File: src/rtl/reg_bank_pkg.sv
// Shared encodings for the register bank: B-bus select codes, C-bus write-enable
// bit positions, and a multi-hot detector used for the write-collision flag.
// Contents: SEL_* codes, WE_* bit positions, bsrc_e source class, multi_hot().
package reg_bank_pkg;

    // B-bus select encodings: GPR k is selected by SEL_R0 + k.
    localparam int SEL_PC = 0;
    localparam int SEL_AR = 1;
    localparam int SEL_R0 = 2;

    // C-bus write-enable bit positions: GPR k owns bit WE_R0 + k.
    localparam int WE_PC = 0;
    localparam int WE_AR = 1;
    localparam int WE_R0 = 2;

    // Largest supported bank, used to size the shared multi-hot helper.
    localparam int NREG_MAX = 32;
    localparam int WE_MAX   = NREG_MAX + 2;

    // Class of register a b_sel value resolves to.
    typedef enum logic [1:0] {
        SRC_PC   = 2'd0,
        SRC_AR   = 2'd1,
        SRC_GPR  = 2'd2,
        SRC_NONE = 2'd3
    } bsrc_e;

    // True when more than one bit is set: clearing the lowest set bit
    // leaves something behind only if a second bit was present.
    function automatic logic multi_hot(input logic [WE_MAX-1:0] v);
        logic [WE_MAX-1:0] one;
        one = {{(WE_MAX-1){1'b0}}, 1'b1};
        return (v & (v - one)) != '0;
    endfunction

endpackage

File: src/rtl/reg_bank_unit_inc_reg.sv
// Loadable, incrementing register used for PC and each general-purpose register.
// Latency: load/increment visible one clock after the enabling edge; no backpressure.
// Ports: clk, rst_n (async active-low), ld_i, inc_i, d_i -> q_o.
module inc_reg #(
    parameter int W = 16
) (
    input  logic         clk,
    input  logic         rst_n,
    input  logic         ld_i,
    input  logic         inc_i,
    input  logic [W-1:0] d_i,
    output logic [W-1:0] q_o
);

    logic [W-1:0] q_q;
    logic [W-1:0] q_d;

    // A load wins over an increment in the same cycle; the increment is
    // dropped rather than queued. Addition wraps naturally at W bits.
    always_comb begin
        q_d = q_q;
        if (ld_i) begin
            q_d = d_i;
        end else if (inc_i) begin
            q_d = q_q + W'(1);
        end
    end

    always_ff @(posedge clk or negedge rst_n) begin
        if (!rst_n) begin
            q_q <= '0;
        end else begin
            q_q <= q_d;
        end
    end

    assign q_o = q_q;

endmodule

File: src/rtl/reg_bank_unit.sv
// Datapath register bank: PC, AR, NREG GPRs and IR, with C-bus writes and a B-bus read mux.
// Latency: writes/increments/IR load take effect at the next clk edge; b_bus is combinational.
// Backpressure: none; every request is accepted each cycle. Multi-hot c_we writes all targets
// and raises we_err for the following cycle.
// Ports: clk, rst_n, c_bus, c_we[NREG+2], pc_inc, r_inc[NREG], iram_data, ld_ir, b_sel ->
//        b_bus, pc_out, ar_out, ir_out, we_err.
module reg_bank_unit
    import reg_bank_pkg::*;
#(
    parameter  int DATA_W = 16,
    parameter  int NREG   = 8,
    parameter  int IR_W   = 6,
    localparam int SEL_W  = $clog2(NREG + 2)
) (
    input  logic              clk,
    input  logic              rst_n,
    input  logic [DATA_W-1:0] c_bus,
    input  logic [NREG+1:0]   c_we,
    input  logic              pc_inc,
    input  logic [NREG-1:0]   r_inc,
    input  logic [IR_W-1:0]   iram_data,
    input  logic              ld_ir,
    input  logic [SEL_W-1:0]  b_sel,
    output logic [DATA_W-1:0] b_bus,
    output logic [DATA_W-1:0] pc_out,
    output logic [DATA_W-1:0] ar_out,
    output logic [IR_W-1:0]   ir_out,
    output logic              we_err
);

    // ------------------------------------------------------------------
    // Incrementing registers: PC and the general-purpose bank
    // ------------------------------------------------------------------
    logic [DATA_W-1:0] pc_q;
    logic [DATA_W-1:0] gpr_q [NREG];

    inc_reg #(.W(DATA_W)) u_pc (
        .clk   (clk),
        .rst_n (rst_n),
        .ld_i  (c_we[WE_PC]),
        .inc_i (pc_inc),
        .d_i   (c_bus),
        .q_o   (pc_q)
    );

    for (genvar k = 0; k < NREG; k++) begin : g_gpr
        inc_reg #(.W(DATA_W)) u_gpr (
            .clk   (clk),
            .rst_n (rst_n),
            .ld_i  (c_we[WE_R0 + k]),
            .inc_i (r_inc[k]),
            .d_i   (c_bus),
            .q_o   (gpr_q[k])
        );
    end

    // ------------------------------------------------------------------
    // Plain loadable registers: AR, IR and the collision flag
    // ------------------------------------------------------------------
    logic [DATA_W-1:0] ar_q;
    logic [DATA_W-1:0] ar_d;
    logic [IR_W-1:0]   ir_q;
    logic [IR_W-1:0]   ir_d;
    logic              we_err_q;
    logic              we_err_d;

    always_comb begin
        ar_d     = ar_q;
        ir_d     = ir_q;
        if (c_we[WE_AR]) begin
            ar_d = c_bus;
        end
        // IR is fed from instruction RAM and ignores the C-bus enables.
        if (ld_ir) begin
            ir_d = iram_data;
        end
        // Flag is recomputed every cycle, so a single collision shows for
        // exactly one cycle unless the next cycle also collides.
        we_err_d = multi_hot(WE_MAX'(c_we));
    end

    always_ff @(posedge clk or negedge rst_n) begin
        if (!rst_n) begin
            ar_q     <= '0;
            ir_q     <= '0;
            we_err_q <= 1'b0;
        end else begin
            ar_q     <= ar_d;
            ir_q     <= ir_d;
            we_err_q <= we_err_d;
        end
    end

    // ------------------------------------------------------------------
    // B-bus read mux: no write bypass, so a same-cycle write is only
    // visible after the edge. Unused select codes read as zero.
    // ------------------------------------------------------------------
    bsrc_e                 bsrc;
    logic [DATA_W-1:0]     gpr_rd;

    always_comb begin
        bsrc   = SRC_NONE;
        gpr_rd = '0;
        if (b_sel == SEL_W'(SEL_PC)) begin
            bsrc = SRC_PC;
        end else if (b_sel == SEL_W'(SEL_AR)) begin
            bsrc = SRC_AR;
        end else begin
            for (int k = 0; k < NREG; k++) begin
                if (b_sel == SEL_W'(SEL_R0 + k)) begin
                    bsrc   = SRC_GPR;
                    gpr_rd = gpr_q[k];
                end
            end
        end
    end

    always_comb begin
        b_bus = '0;
        case (bsrc)
            SRC_PC:  b_bus = pc_q;
            SRC_AR:  b_bus = ar_q;
            SRC_GPR: b_bus = gpr_rd;
            default: b_bus = '0;
        endcase
    end

    assign pc_out = pc_q;
    assign ar_out = ar_q;
    assign ir_out = ir_q;
    assign we_err = we_err_q;

endmodule

File: config.mk
export PLATFORM = sky130hd
export DESIGN_NAME = reg_bank_unit
export DESIGN_NICKNAME = d
export VERILOG_FILES = /design/src/rtl/reg_bank_pkg.sv /design/src/rtl/reg_bank_unit_inc_reg.sv /design/src/rtl/reg_bank_unit.sv
export SDC_FILE = /design/constraint.sdc
export NUM_CORES = 1
export LEC_CHECK = 0
export ABC_AREA = 1
export CAP_MARGIN = 20
export CORE_MARGIN = 2
export CORE_UTILIZATION = 59
export CTS_CLUSTER_DIAMETER = 40
export DETAILED_ROUTE_END_ITERATION = 8
export GPL_TIMING_DRIVEN = 0
export PLACE_DENSITY = 0.81
export SKIP_CTS_REPAIR_TIMING = 1
export SYNTH_ARGS = -nofsm -noshare
export SYNTH_HDL_FRONTEND = slang
export SYNTH_HIERARCHICAL = 1
export SYNTH_SLANG_ARGS = --single-unit
File: constraint.sdc
create_clock -name clk -period 2 [get_ports clk]
set_clock_uncertainty 0.2 [all_clocks]
set_input_delay 0.4 -clock clk [delete_from_list [all_inputs] [get_ports clk]]
set_output_delay 0.4 -clock clk [all_outputs]
set_load 0.05 [all_outputs]
==> results of run 1 <==
[layout make-up]
class                      instances  share of cell area (%)
multi-input combinational       1287                    47.7
sequential                       167                    27.2
clock inverter                    14                    1.03
tap                              265                    2.14
clock buffer                      18                    2.84
timing repair buffer             162                    11.1
inverter                         202                    4.98
buffer                            49                    3.04
[logic make-up after synthesis]
logic type	Yosys count	synth area share [%]
AOI/OAI and AO/OA	289	15.5
xor gates and xnor gates	54	4.00
adders and majority gates	9	0.953
buffers and inverters	251	9.38
DFF	167	35.4
muxes	6	0.572
and+or+nand+nor	928	34.3
[final timing paths]
kind	start	endpoint	slack [ns]
hold / removal	c_we[1]	ar_out[15]	0.19
min in group asynchronous	rst_n	ir_out[4]	0.28
max in group asynchronous	rst_n	g_gpr[7].u_gpr/q_o[3]	0.39
setup reg to reg	g_gpr[2].u_gpr/q_o[0]	g_gpr[2].u_gpr/q_o[12]	0.26
setup / recovery	b_sel[3]	b_bus[11]	-0.54
hold reg to reg	ir_out[5]	ir_out[5]	0.30
[metrics by stage]
stage	cell area [sq um]	hold WS, ns	setup slack (ns)
after floorplan	12000	-0.0956	0.00876
after global placement	13300	0.289	-6.75
after detailed placement	13300	0.209	-1.72
after CTS	13900	-0.244	-1.76
after global routing	15500	0.182	-0.571
final	15500	0.191	-0.541
[power by group through the flow]
stage	combinational, W	clock [W]	sequential (W)
2_1_floorplan	0.00149	0	0.00446
3_3_place_gp	0.00256	0	0.00436
3_5_place_dp	0.00262	0	0.00437
4_1_cts	0.00264	0.00348	0.00431
5_1_grt	0.00335	0.00363	0.00438
6_report	0.00314	0.00349	0.00435
[sequential cells by signal, summed over array words and instances, names as in the netlist]
register and flops:
u_pc/q_o 16, ir_out 6, we_err 1, g_gpr.u_gpr/q_o 128, ar_out 16
[metal layers]
layer / track usage, % / part of all wire (%)
met1: 52.6 / 37
met2: 58.2 / 44
met3: 9.37 / 13
met4: 19.3 / 6.7
met5: 0 / 0
[critical path, stage by stage]
cell and delay, ns:
buf_12 0.10, nor2_4 0.04, buf_12 0.13, buf_8 0.14
buf_8 0.15, nand3_4 0.10, nand3_4 0.11, nor2_4 0.14
nand4_1 0.21, nor2_2 0.19, nand2_4 0.07, buf_8 0.15
[cells in the mapped netlist]
library cell | number | area (sq um)
o21ai_0 | 57 | 285
mux2_2 | 6 | 67.6
buf_4 | 4 | 30.0
nand2_2 | 22 | 138
clkbuf_1 | 9 | 33.8
nor2_2 | 20 | 125
o21ai_1 | 37 | 185
nor3_2 | 1 | 10.0
nand2_1 | 467 | 1750
ha_1 | 9 | 113
nor2_1 | 172 | 646
buf_2 | 19 | 95.1
nor2_4 | 13 | 146
clkinv_1 | 1 | 3.75
inv_2 | 25 | 93.8
or2_0 | 15 | 93.8
a21boi_0 | 1 | 7.51
nand3_2 | 2 | 20.0
o21bai_1 | 19 | 143
nand4_1 | 29 | 181
o22ai_1 | 1 | 6.26
xnor2_1 | 27 | 236
a22oi_1 | 106 | 796
inv_1 | 176 | 661
or2_1 | 1 | 6.26
nand3_1 | 186 | 931
buf_6 | 17 | 191
o211ai_1 | 24 | 180
o2111ai_1 | 1 | 8.76
a21oi_1 | 43 | 215
dfrtp_1 | 167 | 4180
xor2_1 | 27 | 236
==> results_dict.tcl, run 1 <==
set metrics [dict create \
    ioPinCount 103 \
    vias_per_cell 6.13 \
    detail_route.wl_per_cell_microns 20.8 \
    first_iter_violations 1514 \
    end_kind "primary output" \
    grt.overflow.total 0 \
    seqCellArea_sq_um 4220 \
    hold_viol_final 0 \
    drive_above_1_share_pct 22.3 \
    cts_buffer_depth 2 \
    path_class "input port to primary output" \
    postSynthAreaPerCell_sq_um 6.94 \
    synth-seq-area-share_pct 35.4 \
    drv_slew 0 \
    die_x_microns 146 \
    routed-via-count 13300 \
    grt_pass1_wl_mm 64.1 \
    violations "setup timing" \
    clk_pin_slew_ns 0.07 \
    h-tree-depth 4 \
    cap_violations 0 \
    setup_violations 16 \
    finalCritPeriodShare_pct 127 \
    dieHeight_microns 146 \
    routed_wl_mm 45.0 \
    min_period_ns 2.54 \
    worstRegToRegCells 9 \
    p_int_w 0.00683 \
    rsz0062_at_grt "yes" \
    whs_path_depth 2 \
    power_density_nw_per_um2 709 \
    root_buffer "clkbuf_16" \
    ir_drop_mv 0.606 \
    max_freq_ghz 0.393 \
    status "complete, but fails checks" \
    rows 51 \
    insertion_delay_ns 0.44 \
    port_buffers 99 \
    dpl.cell_count 2069 \
    start_kind "input port" \
    sequentialPowerShare_pct 39.6 \
    synth_warnings 6 \
    synth.cell_area_sq_um 11800 \
    multi_input_area_sq_um 7380 \
    utilization_pct 79.1 \
    fin_nets 1943 \
    coreArea_sq_um 19600 \
    fin_ws_ns -0.541 \
    worstMarginPinSlew_ns 1.12 \
    netSwitchingPower_w 0.00415 \
    cts.sinks 167 \
    relSlewSlack_pct 25.2 \
    drtAntennaViolNets 0 \
    grt_max_degree 92 \
    power.total_w 0.0110 \
    netlist_instances 1704 \
    cp_max_fo 6 \
    final_cell_mix "nand2_1 (418), inv_1 (176), nor2_1 (141), nand3_1 (138), dfrtp_1 (135)" \
    setup_tns_ns -7.00 \
    first_pass_iters 7 \
    switching_share_pct 37.8 \
    first_global_vias 11500 \
    ys_ff_latch 167 \
    nFillCells 1381 \
    antenna_cells 0 \
    synth.distinct_cells 32 \
    post-dp-hpwl_mm 29.3 \
    power.leakage_nw 7.31 \
    start_util_pct 60.3 \
    cts_buffers 17 \
    drc 0 \
    pwr-share-comb_pct 28.6 \
    gp_congestion 1.00 \
    crit_arrival_ns 1.94 \
    clkPwrFrac_pct 31.8 \
    grt_use_total_pct 38.8 \
    hold_class "input port to register" \
    cts_tree "built" \
    mostFrequentLayoutCell "nand2_1" \
    fin_cells 2164 \
    antenna_found_initial 2 \
    die_area_sq_um 21200 \
    syn_to_final_growth_pct 31.0 \
    crit_required_ns 1.40 \
    syn-num-nets 1761 \
]
(Power assumes the default switching activity.)
==> run 2, diff against run 1 <==
--- a/config.mk
+++ b/config.mk
@@ -8,11 +8,10 @@
 export ABC_AREA = 1
 export CAP_MARGIN = 20
 export CORE_MARGIN = 2
-export CORE_UTILIZATION = 59
+export CORE_UTILIZATION = 45
 export CTS_CLUSTER_DIAMETER = 40
 export DETAILED_ROUTE_END_ITERATION = 8
 export GPL_TIMING_DRIVEN = 0
-export PLACE_DENSITY = 0.81
 export SKIP_CTS_REPAIR_TIMING = 1
 export SYNTH_ARGS = -nofsm -noshare
 export SYNTH_HDL_FRONTEND = slang
==> run 2 against run 1 <==
- register-to-register slack improved by 0.07 ns
- largest cell class unchanged
- worst hold slack got worse by 0.058 ns
- global-route usage down 7.4 points
- critical path depth fell by 5
- highest routed layer unchanged
- critical path type is now register to primary output
- wire length fell by 0.75%
- the flow still finishes with violations (setup timing)
- total power fell by 1.3%
- combinational power decreased by 3%
==> results_dict.tcl, run 2 (same netlist as run 1, synthesis figures left out) <==
set metrics [dict create \
    status "complete, but fails checks" \
    violations "setup timing" \
    power.leakage_nw 7.25 \
    start_kind "register" \
    setup_tns_ns -6.65 \
    rows 59 \
    path_class "register to primary output" \
    first_pass_iters 7 \
    antenna_found_initial 3 \
    drv_slew 0 \
    h-tree-depth 4 \
    crit_family "simple AND/OR/NAND/NOR gates" \
    slowest_delay_ns 0.47 \
    ir_drop_mv 0.523 \
    routed-via-count 12500 \
    drive_above_1_share_pct 22.7 \
    largest_reg_flops 128 \
    routed_wl_mm 44.7 \
    relSlewSlack_pct 24.4 \
    port_buffers 99 \
    grt.overflow.total 0 \
    post-dp-hpwl_mm 31.1 \
    die_x_microns 166 \
    first_global_vias 11200 \
    vias_per_cell 5.59 \
    clk_pin_slew_ns 0.07 \
    cts_tree "built" \
    gp_congestion 0.948 \
    end_kind "primary output" \
    mostFrequentLayoutCell "nand2_1" \
    grt_max_degree 111 \
    path_buf_inv 1 \
    ioPinCount 103 \
    final_cell_mix "nand2_1 (419), inv_1 (176), nor2_1 (137), nand3_1 (137), dfrtp_1 (132)" \
    crit_required_ns 1.40 \
    hold_class "input port to register" \
    cp_max_fo 5 \
    cts_buffers 17 \
    syn_to_final_growth_pct 31.0 \
    insertion_delay_ns 0.45 \
    cpMaxStageDelayCell "dfrtp_2" \
    placedInstanceArea_sq_um 13400 \
    cts_buffer_depth 2 \
    setup_violations 16 \
    root_buffer "clkbuf_16" \
    cts.sinks 167 \
    power.total_w 0.0108 \
    worstMarginPinSlew_ns 1.13 \
    grt_use_total_pct 31.4 \
    die_area_sq_um 27600 \
    cp_common_cell "nand3_4" \
    fin_area_sq_um 15500 \
    start_util_pct 45.6 \
    grt_pass1_wl_mm 66.8 \
    crit_arrival_ns 1.90 \
    coreArea_sq_um 25900 \
    cap_violations 0 \
    first_iter_violations 993 \
    max_freq_ghz 0.401 \
    min_period_ns 2.50 \
    finalCritPeriodShare_pct 125 \
    detail_route.wl_per_cell_microns 20.0 \
    rsz0062_at_grt "yes" \
    hold_viol_final 0 \
    fin_nets 1939 \
    dieHeight_microns 166 \
    drc 0 \
    drtAntennaViolNets 0 \
    path_cells "nand3_4 > nand3_4 > nor2_4 > nand4_1 > nor2_2 > nand2_4 > buf_6" \
    power_density_nw_per_um2 700 \
    fin_ws_ns -0.496 \
    post-place-ws_ns -1.72 \
]
-- run 2: final cells by class --
cell class / count / area (sq um)
sequential: 167 / 4220
multi-input combinational: 1286 / 7380
clock buffer: 17 / 425
inverter: 202 / 779
timing repair buffer: 159 / 1620
buffer: 49 / 477
clock inverter: 15 / 155
tap: 335 / 419
fill: 2389 / 10400
antenna: 2 / 5.00
-- run 2: worst paths after layout --
kind / depth (start not counted) / start / endpoint / slack (ns)
worst max-delay path: 7 / g_gpr[1].u_gpr/q_o[11] / b_bus[11] / -0.50
worst min-delay path: 2 / c_we[1] / ar_out[15] / 0.13
worst max register to register: 6 / g_gpr[4].u_gpr/q_o[0] / g_gpr[4].u_gpr/q_o[14] / 0.33
worst min register to register: 1 / ir_out[3] / ir_out[3] / 0.31
max in group asynchronous: 3 / rst_n / g_gpr[4].u_gpr/q_o[4] / 0.35
min in group asynchronous: 2 / rst_n / ir_out[2] / 0.28
-- run 2: power breakdown --
group	internal, W	leakage [nW]	switching [W]
sequential	0.00375	1.97	0.000589
clock	0.00178	0.291	0.00166
combinational	0.00113	4.99	0.00192
-- run 2: metrics by stage --
stage	hold WS, ns	util (%)	instances
2_1_floorplan	-0.0956	-	1704
3_3_place_gp	0.291	51.7	2138
3_5_place_dp	0.163	51.8	2139
4_1_cts	-0.309	54.0	2171
5_1_grt	0.147	59.7	2230
6_report	0.134	59.8	2232
-- run 2: metal layers --
layer | vias up | GRT usage (%) | part of all wire [%]
met5 | - | 0 | 0
met3 | 72 | 5.36 | 8.0
met4 | 0 | 9.72 | 3.0
met1 | 5924 | 46.0 | 44
met2 | 499 | 47.6 | 45
li1 | 5986 | - | -
